`src/rtl/unidad_control_id_pkg.sv`:
```
// Shared definitions for the control word: field positions, opcodes,
// decoded control-word constants and the decode-stage FSM encoding.
package unidad_control_id_pkg;

  localparam int unsigned CTRL_W = 10;

  // Bit positions of the control fields inside the 10-bit word
  localparam int unsigned BIT_SALTOINCOND = 9;
  localparam int unsigned BIT_REGDEST     = 8;
  localparam int unsigned BIT_FUENTEALU   = 7;
  localparam int unsigned BIT_MEMAREG     = 6;
  localparam int unsigned BIT_ESCRREG     = 5;
  localparam int unsigned BIT_LEERMEM     = 4;
  localparam int unsigned BIT_ESCRMEM     = 3;
  localparam int unsigned BIT_SALTOCOND   = 2;
  localparam int unsigned BIT_ALUOP_MSB   = 1;
  localparam int unsigned BIT_ALUOP_LSB   = 0;

  // Opcodes recognised by the decoder
  localparam logic [5:0] OP_R    = 6'b000000;
  localparam logic [5:0] OP_LW   = 6'b100011;
  localparam logic [5:0] OP_SW   = 6'b101011;
  localparam logic [5:0] OP_BEQ  = 6'b000100;
  localparam logic [5:0] OP_J    = 6'b000010;
  localparam logic [5:0] OP_ADDI = 6'b001000;

  // Decoded control words
  localparam logic [CTRL_W-1:0] CW_R    = 10'h122;
  localparam logic [CTRL_W-1:0] CW_LW   = 10'h0F0;
  localparam logic [CTRL_W-1:0] CW_SW   = 10'h088;
  localparam logic [CTRL_W-1:0] CW_BEQ  = 10'h005;
  localparam logic [CTRL_W-1:0] CW_J    = 10'h200;
  localparam logic [CTRL_W-1:0] CW_ADDI = 10'h0A0;
  localparam logic [CTRL_W-1:0] CW_NOP  = 10'h000;

  // Decode-stage FSM states
  typedef enum logic {
    ST_RUN   = 1'b0,
    ST_FLUSH = 1'b1
  } estado_e;

endpackage

```
`src/rtl/unidad_control_id_decodificador_ctrl.sv`:
```
// Purely combinational opcode decoder: opcode -> control word plus an
// "unknown opcode" flag. Unknown opcodes produce the all-zero word.
module decodificador_ctrl
  import unidad_control_id_pkg::*;
(
  input  logic [5:0]        opcode_i,
  output logic [CTRL_W-1:0] control_o,
  output logic              invalido_o
);

  // Table lookup of the control word for the current opcode
  always_comb begin
    control_o  = CW_NOP;
    invalido_o = 1'b0;
    case (opcode_i)
      OP_R:    control_o = CW_R;
      OP_LW:   control_o = CW_LW;
      OP_SW:   control_o = CW_SW;
      OP_BEQ:  control_o = CW_BEQ;
      OP_J:    control_o = CW_J;
      OP_ADDI: control_o = CW_ADDI;
      default: begin
        control_o  = CW_NOP;
        invalido_o = 1'b1;
      end
    endcase
  end

endmodule

```
`src/rtl/unidad_control_id.sv`:
```
// Decode stage control unit: registers the decoded control word into
// ID/EX, inserts bubbles on load-use hazards and after branch/jump
// flushes, freezes PC and IF/ID on a stall and counts inserted bubbles.
module unidad_control_id
  import unidad_control_id_pkg::*;
#(
  parameter int unsigned FLUSH_CYCLES = 2,
  parameter int unsigned CNT_W        = 16
) (
  input  logic              clk,
  input  logic              rst_n,
  input  logic [5:0]        Opcode,
  input  logic [4:0]        Rs,
  input  logic [4:0]        Rt,
  input  logic              ex_LeerMem,
  input  logic [4:0]        ex_Rt,
  input  logic              flush_req,
  output logic [CTRL_W-1:0] Control,
  output logic              PCWrite,
  output logic              IFIDWrite,
  output logic              invalido,
  output logic [CNT_W-1:0]  cnt_burbujas
);

  // Counter reload value: the request edge itself is the first bubble
  localparam logic [2:0]       FLUSH_RELOAD = 3'(FLUSH_CYCLES - 1);
  localparam logic [CNT_W-1:0] CNT_MAX      = '1;
  localparam logic [CNT_W-1:0] CNT_ONE      = {{(CNT_W-1){1'b0}}, 1'b1};

  estado_e           state_q, state_d;
  logic [2:0]        flush_cnt_q, flush_cnt_d;
  logic [CTRL_W-1:0] control_q, control_d;
  logic              invalido_q, invalido_d;
  logic [CNT_W-1:0]  cnt_q, cnt_d;

  logic [CTRL_W-1:0] dec_control_s;
  logic              dec_invalido_s;
  logic              haz_s;
  logic              stall_s;
  logic              bubble_s;

  decodificador_ctrl u_dec (
    .opcode_i   (Opcode),
    .control_o  (dec_control_s),
    .invalido_o (dec_invalido_s)
  );

  // Load-use hazard: EX loads into a non-zero register read by ID
  assign haz_s = ex_LeerMem & (ex_Rt != 5'd0) & ((ex_Rt == Rs) | (ex_Rt == Rt));

  // Next-state, next control word and stall decision
  always_comb begin
    state_d     = state_q;
    flush_cnt_d = flush_cnt_q;
    control_d   = dec_control_s;
    invalido_d  = dec_invalido_s;
    bubble_s    = 1'b0;
    stall_s     = 1'b0;
    case (state_q)
      ST_RUN: begin
        if (flush_req) begin
          control_d  = CW_NOP;
          invalido_d = 1'b0;
          bubble_s   = 1'b1;
          if (FLUSH_RELOAD != 3'd0) begin
            state_d     = ST_FLUSH;
            flush_cnt_d = FLUSH_RELOAD;
          end else begin
            state_d     = ST_RUN;
            flush_cnt_d = 3'd0;
          end
        end else if (haz_s) begin
          control_d  = CW_NOP;
          invalido_d = 1'b0;
          bubble_s   = 1'b1;
          stall_s    = 1'b1;
        end else begin
          control_d  = dec_control_s;
          invalido_d = dec_invalido_s;
        end
      end
      ST_FLUSH: begin
        // IF/ID holds discarded instructions: no stall, hazard ignored
        control_d  = CW_NOP;
        invalido_d = 1'b0;
        bubble_s   = 1'b1;
        if (flush_req) begin
          flush_cnt_d = FLUSH_RELOAD;
        end else if (flush_cnt_q <= 3'd1) begin
          flush_cnt_d = 3'd0;
          state_d     = ST_RUN;
        end else begin
          flush_cnt_d = flush_cnt_q - 3'd1;
        end
      end
      default: begin
        state_d     = ST_RUN;
        flush_cnt_d = 3'd0;
        control_d   = CW_NOP;
        invalido_d  = 1'b0;
      end
    endcase
  end

  // Saturating bubble counter next value
  always_comb begin
    if (bubble_s && (cnt_q != CNT_MAX)) begin
      cnt_d = cnt_q + CNT_ONE;
    end else begin
      cnt_d = cnt_q;
    end
  end

  // State, control word and counter registers
  always_ff @(posedge clk or negedge rst_n) begin
    if (!rst_n) begin
      state_q     <= ST_RUN;
      flush_cnt_q <= 3'd0;
      control_q   <= CW_NOP;
      invalido_q  <= 1'b0;
      cnt_q       <= '0;
    end else begin
      state_q     <= state_d;
      flush_cnt_q <= flush_cnt_d;
      control_q   <= control_d;
      invalido_q  <= invalido_d;
      cnt_q       <= cnt_d;
    end
  end

  // Freeze is never asserted while reset is held
  assign PCWrite      = ~(stall_s & rst_n);
  assign IFIDWrite    = ~(stall_s & rst_n);
  assign Control      = control_q;
  assign invalido     = invalido_q;
  assign cnt_burbujas = cnt_q;

endmodule

```
`config.mk`:
```
export PLATFORM = sky130hd
export DESIGN_NAME = unidad_control_id
export DESIGN_NICKNAME = d
export VERILOG_FILES = /design/src/rtl/unidad_control_id_pkg.sv /design/src/rtl/unidad_control_id_decodificador_ctrl.sv /design/src/rtl/unidad_control_id.sv
export SDC_FILE = /design/constraint.sdc
export NUM_CORES = 1
export LEC_CHECK = 0
export CAP_MARGIN = 20
export CORE_UTILIZATION = 45
export DETAILED_ROUTE_END_ITERATION = 8
export GPL_TIMING_DRIVEN = 0
export PLACE_DENSITY = 0.81
export SKIP_LAST_GASP = 1
export SLEW_MARGIN = 20
export SYNTH_ARGS = -nofsm -noshare
export SYNTH_HDL_FRONTEND = slang
export SYNTH_SLANG_ARGS = --single-unit
export TNS_END_PERCENT = 50
```
`constraint.sdc`:
```
create_clock -name clk -period 2.8 [get_ports clk]
set_input_delay 0.84 -clock clk [delete_from_list [all_inputs] [get_ports clk]]
set_output_delay 0.84 -clock clk [all_outputs]
set_load 0.01 [all_outputs]
```
# Yosys cells after proc, flatten, opt, wreduce, memory -nomap -nowiden
# Cells that the tools add are included.
[totals] reg_bits=31 input_bits=25 output_inout_bits=29 word_cells=48
[classes] add_sub_neg=2 n_lt_le_gt_ge=1 eq_ne=9 mux=21 bitwise=6 reduce_logical=4
[op_table] op="10-bit one-hot mux with 6 select lines" n=1
[op_table] op="10-bit two-way mux" n=2
[op_table] op="10-bit one-hot mux with 2 select lines" n=1
[op_table] op="16-bit by 1-bit adder with 16-bit output (second input constant)" n=1
[op_table] op="16-bit inequality test (second input constant)" n=1
[op_table] op="6-bit == test (second input constant)" n=2
[op_table] op="5-bit == test" n=2
[op_table] op="1-bit two-way mux" n=10
[op_table] op="3-bit two-way mux" n=3
[op_table] op="6-bit by 2-bit == test with 1-bit output (second input constant)" n=1
[op_table] op="6-bit by 3-bit == test with 1-bit output (second input constant)" n=1
[op_table] op="6-bit by 4-bit == test with 1-bit output (second input constant)" n=1
[op_table] op="6-bit zero test" n=1
[op_table] op="1-bit one-hot mux with 2 select lines" n=3
[op_table] op="3-bit one-hot mux with 2 select lines" n=1
[op_table] op="6-bit OR reduction" n=1
[op_table] op="5-bit nonzero test" n=1
[op_table] op="1-bit bitwise AND" n=3
[op_table] op="3-bit by 1-bit less-or-equal comparator with 1-bit output (second input constant)" n=1
[op_table] op="3-bit by 1-bit subtractor with 3-bit output (second input constant)" n=1
[op_table] op="2-bit inequality test (second input constant)" n=1
[op_table] op="1-bit NOT" n=2
[op_table] op="1-bit logical AND" n=1
[op_table] op="1-bit bitwise OR" n=1

# Logic depth before layout (Yosys ltp)
[logic_depth] word_depth=8 ltp_mapped=7 ltp_nobuf=7

# Modules after synthesis
# Synthesis repeated with hierarchy kept, for this count alone.
[hier_totals] cells_unflattened=153 area_unflattened_um2=1661.6
[modules_own_cells] mod="unidad_control_id" instances=1 cells_each=131 area_per_inst_um2=1497.7 seq_area_each_um2=775.7
[modules_own_cells] mod="decodificador_ctrl" instances=1 cells_each=22 area_per_inst_um2=163.9 seq_area_each_um2=0.0

# Worst setup path before layout
# Ideal clock, no wire load.
[synth_path] kind="input -> output" start="input ex_Rt[1]" end="output PCWrite" arrival_ps=1915 required_ps=1960 path_slack_ps=45 stages=5 path_buffers=1 path_cell_list="or4_4 o21ai_4 nor2_2 nand3_1 buf_4"
[synth_between] elab_chain_len=8 word_cells_on_any_way=11 classes_between="eq/ne: 2; mux: 3; bitwise: 5; reduce/logical: 1"
[synth_lines] item="from (decl)" line="unidad_control_id.sv:16" rtl="input logic [4:0] ex_Rt,"
[synth_lines] item="5-bit == test / 5-bit nonzero test (equally long branches)" line="unidad_control_id.sv:49" rtl="assign haz_s = ex_LeerMem & (ex_Rt != 5'd0) & ((ex_Rt == Rs) | (ex_Rt == Rt));"
[synth_lines] item="1-bit bitwise OR / 1-bit bitwise AND (equally long branches)" line="unidad_control_id.sv:49"
[synth_lines] item="1-bit bitwise AND (*)" line="unidad_control_id.sv:49"
[synth_lines] item="1-bit two-way mux (*)" line="unidad_control_id.sv:72" rtl="end else if (haz_s) begin"
[synth_lines] item="1-bit two-way mux (*)" line="unidad_control_id.sv:61" rtl="if (flush_req) begin"
[synth_lines] item="1-bit two-way mux (*)" line="unidad_control_id.sv:59" rtl="case (state_q)"
[synth_lines] item="1-bit bitwise AND (*)"
[synth_lines] item="1-bit NOT (*)"
[synth_lines] item="to (decl)" line="unidad_control_id.sv:19" rtl="output logic PCWrite,"
# Mark *: on every way between the ends. The rest lies on a longest branch, timed or not.

# Final worst setup path
[layout_path] start="input Rs[1]" end="output PCWrite"
[layout_between] elab_chain_len=8
[layout_lines] item="from (decl)" line="unidad_control_id.sv:13" rtl="input logic [4:0] Rs,"
[layout_lines] item="5-bit == test" line="unidad_control_id.sv:49"
[layout_lines] item="1-bit bitwise OR" line="unidad_control_id.sv:49"
[layout_lines] item="1-bit bitwise AND" line="unidad_control_id.sv:49"
[layout_lines] item="1-bit two-way mux" line="unidad_control_id.sv:72"
[layout_lines] item="1-bit two-way mux" line="unidad_control_id.sv:61"
[layout_lines] item="1-bit two-way mux" line="unidad_control_id.sv:59"
[layout_lines] item="1-bit bitwise AND" line="unidad_control_id.sv:132" rtl="assign PCWrite = ~(stall_s & rst_n);"
[layout_lines] item="1-bit NOT" line="unidad_control_id.sv:132"
# Every way passes these cells.

==> flow_metrics.env <==
export IMPL_clkSinkCount=28
export IMPL_num_io_pins=54
export IMPL_place_congestion=0.826
export IMPL_r2r_start="cnt_burbujas[0]"
export IMPL_p_leak_nw=1.00
export IMPL_postRouteAntennaNets=0
export IMPL_grt_first_pass_wirelength_mm=6.07
export IMPL_dp_cells=247
export IMPL_antenna_found_initial=0
export IMPL_finalPower_mw=1.22
export IMPL_grt_use_total_pct=22.4
export IMPL_synth_nets=178
export IMPL_synth_distinct_cells=42
export IMPL_maxSlewViolCount=0
export IMPL_utilization_pct=72.9
export IMPL_worst_slew_pin_transition_ns=0.648
export IMPL_clockBufferDepth=2
export IMPL_hold_class="in -> async"
export IMPL_synth_top_area_share_pct=45.1
export IMPL_synth_top_area_cell="dfrtp_1"
export IMPL_async_flop_share_pct=100
export IMPL_area_delta_synth_final_pct=47.8
export IMPL_first_global_vias=1316
export IMPL_violations="negative setup slack"
export IMPL_dieArea_um2=3690
export IMPL_synthFlopType="dfrtp_1"
export IMPL_synth_edf_count=0
export IMPL_synth_seq_cells=28
export IMPL_core_area_um2=3150
export IMPL_initial_core_util_pct=49.3
export IMPL_nFillCells=244
export IMPL_num_vias=1382
export IMPL_worstPathMaxFanout=2
export IMPL_wl_per_cell_um=15.0
export IMPL_fin_crit_sh_pct=103
export IMPL_critPathLaunch="Rs[1]"
export IMPL_drc_errors=0
export IMPL_synthTopCellsByCount="dfrtp_1 (28), nor2_1 (14), xnor2_1 (10), xor2_1 (10)"
export IMPL_syn_area_per_cell_um2=10.4
export IMPL_status="complete, but fails checks"
export IMPL_min_period_ns=2.89
export IMPL_dieWidth_um=60.8
export IMPL_fmax_mhz=346
export IMPL_fin_cells=258
export IMPL_clock_root_buffer="clkbuf_4"
export IMPL_n_antenna_cell=0
export IMPL_hpwl_mm=2.67
export IMPL_nNetsFinal=243
export IMPL_grt_max_degree=30
export IMPL_clk_pin_slew_ns=0.16
export IMPL_final_setup_worst_slack_ns=-0.0870
export IMPL_setup_violations=2
export IMPL_timing_final_hold_violations=0
export IMPL_drv_cap=0
export IMPL_critPathLaunchType="primary input"
export IMPL_synth_yosys_warnings=0
export IMPL_viasPerCell=5.36
export IMPL_fin_worst_skew_ns=0.0156
export IMPL_hold_ws_ns=0.486
export IMPL_yosysSeqAreaShare_pct=45.1
export IMPL_syn_cell_area_um2=1550
export IMPL_required_ns=1.96
export IMPL_wl_mm=3.88
export IMPL_clk_latency_ns=0.35
export IMPL_drt_pass1_iter_count=4
export IMPL_end_kind="primary output"
export IMPL_cp_arrival_ns=2.05
export IMPL_overflow=0
export IMPL_htreeDepth=1
export IMPL_slew_headroom_pct=56.8
export IMPL_p_per_area_nw_per_um2=530
export IMPL_rsz0062_at_grt="yes"
export IMPL_fp_dieH_um=60.8
export IMPL_ys_top_cells_by_area="dfrtp_1 (45%), xnor2_1 (5.6%), xor2_1 (5.6%)"
export IMPL_layout_drive_gt1_share_pct=24.8
export IMPL_vdd_drop_max_mv=0.422
export IMPL_cts_made_buffers=3
export IMPL_synth_most_common_cell="dfrtp_1"
export IMPL_std_cell_rows=20
export IMPL_critPathKind="in -> out"
export IMPL_drt_iter0_drc=57
export IMPL_hold_buffers=0
export IMPL_syn_inst=150
export IMPL_cts_tree="built"
export IMPL_io_buffers=53
-- final timing paths --
kind                            slack [ns]          endpoint  cells after the start
worst max-delay path                 -0.09           PCWrite                      8
worst min-delay path                  0.49    flush_cnt_q[0]                      1
worst max register to register        0.90   cnt_burbujas[1]                      6
worst min register to register        0.50  cnt_burbujas[10]                      1
max in group asynchronous             1.88        Control[7]                      1
min in group clk                      0.50  cnt_burbujas[10]                      1
-- registers in the layout, summed over array words and instances, names as in the netlist --
| register | flops |
|---|---|
| cnt_burbujas | 16 |
| Control | 7 |
| flush_cnt_q | 3 |
| invalido | 1 |
| state_q | 1 |
-- routing by layer --
layer	global-route usage [%]	routed length, um
met5	0	0
met1	29.7	1690
met2	37.2	1900
met3	4.26	196
met4	6.82	100
-- cells in the final DEF, fill, tap and decap left out, types with 2 or more instances in the layout --
cell	instances
buf_4	10
nand4_1	5
a21oi_1	5
nor3_1	2
dfrtp_1	28
nor2_4	2
nand3_2	2
clkdlybuf4s50_1	34
and4_1	3
clkdlybuf4s15_1	3
buf_6	7
nand2b_1	3
xor2_2	6
inv_1	5
ha_1	3
nor2_1	13
and2_1	2
xnor2_1	10
a31oi_1	3
xor2_1	4
o21ai_4	2
nand3_1	7
clkbuf_2	5
clkbuf_4	3
o21ai_0	2
nand2_1	8
and3_1	7
nor3_2	2
buf_2	4
-- final cells by class --
class	instances	area (um^2)	share of cell area [%]
Tap cell	44	55.1	2.40
Clock buffer	3	22.5	0.980
Timing Repair Buffer	60	559	24.3
Clock inverter	1	30.0	1.31
Multi-Input combinational cell	111	865	37.6
Sequential cell	28	701	30.5
Buffer	6	46.3	2.02
Inverter	5	18.8	0.817
-- worst max-delay path, cell delays in order --
cell,delay [ns]
dlygate4sd2_1,0.24
xor2_1,0.13
nor2_1,0.20
a22oi_2,0.13
nor2_4,0.14
nand3_2,0.10
buf_6,0.16
buf_6,0.11
-- kinds of logic (layout without fill, tap and decap cells) --
logic type	after synthesis	count (layout)	synth area share (%)
compound gates	20	20	10.2
xor+xnor	20	20	11.3
fa+ha+maj	4	4	3.06
buf+inv	11	75	3.95
flops	28	28	45.1
mux	2	2	1.69
simple gates	65	65	24.7
-- power by group --
group	leakage, nW	switching [mW]	internal, mW	total, mW
Clock	0.0279	0.128	0.145	0.273
Combinational	0.609	0.168	0.233	0.401
Sequential	0.365	0.0797	0.465	0.545
Total	1.00	0.375	0.843	1.22
-- per-stage QoR --
step | area [um^2] | TNS (ns) | setup WS [ns]
detailed placement | 2130 | -2.16 | -1.04
global route | 2300 | -0.224 | -0.152
global placement | 2140 | -2.28 | -1.20
finish | 2300 | -0.0930 | -0.0870
CTS | 2230 | -0.0494 | -0.0479
floorplan | 1550 | 0 | 0.0450
-- repair_timing --
item,4_1_cts,5_1_grt
endpoints found under the hold margin,0,0
gates resized for setup,55,26
pin swaps,10,12
setup endpoints to repair,2,2
buffers inserted,4,3
Power figures use the tool's default switching activity.
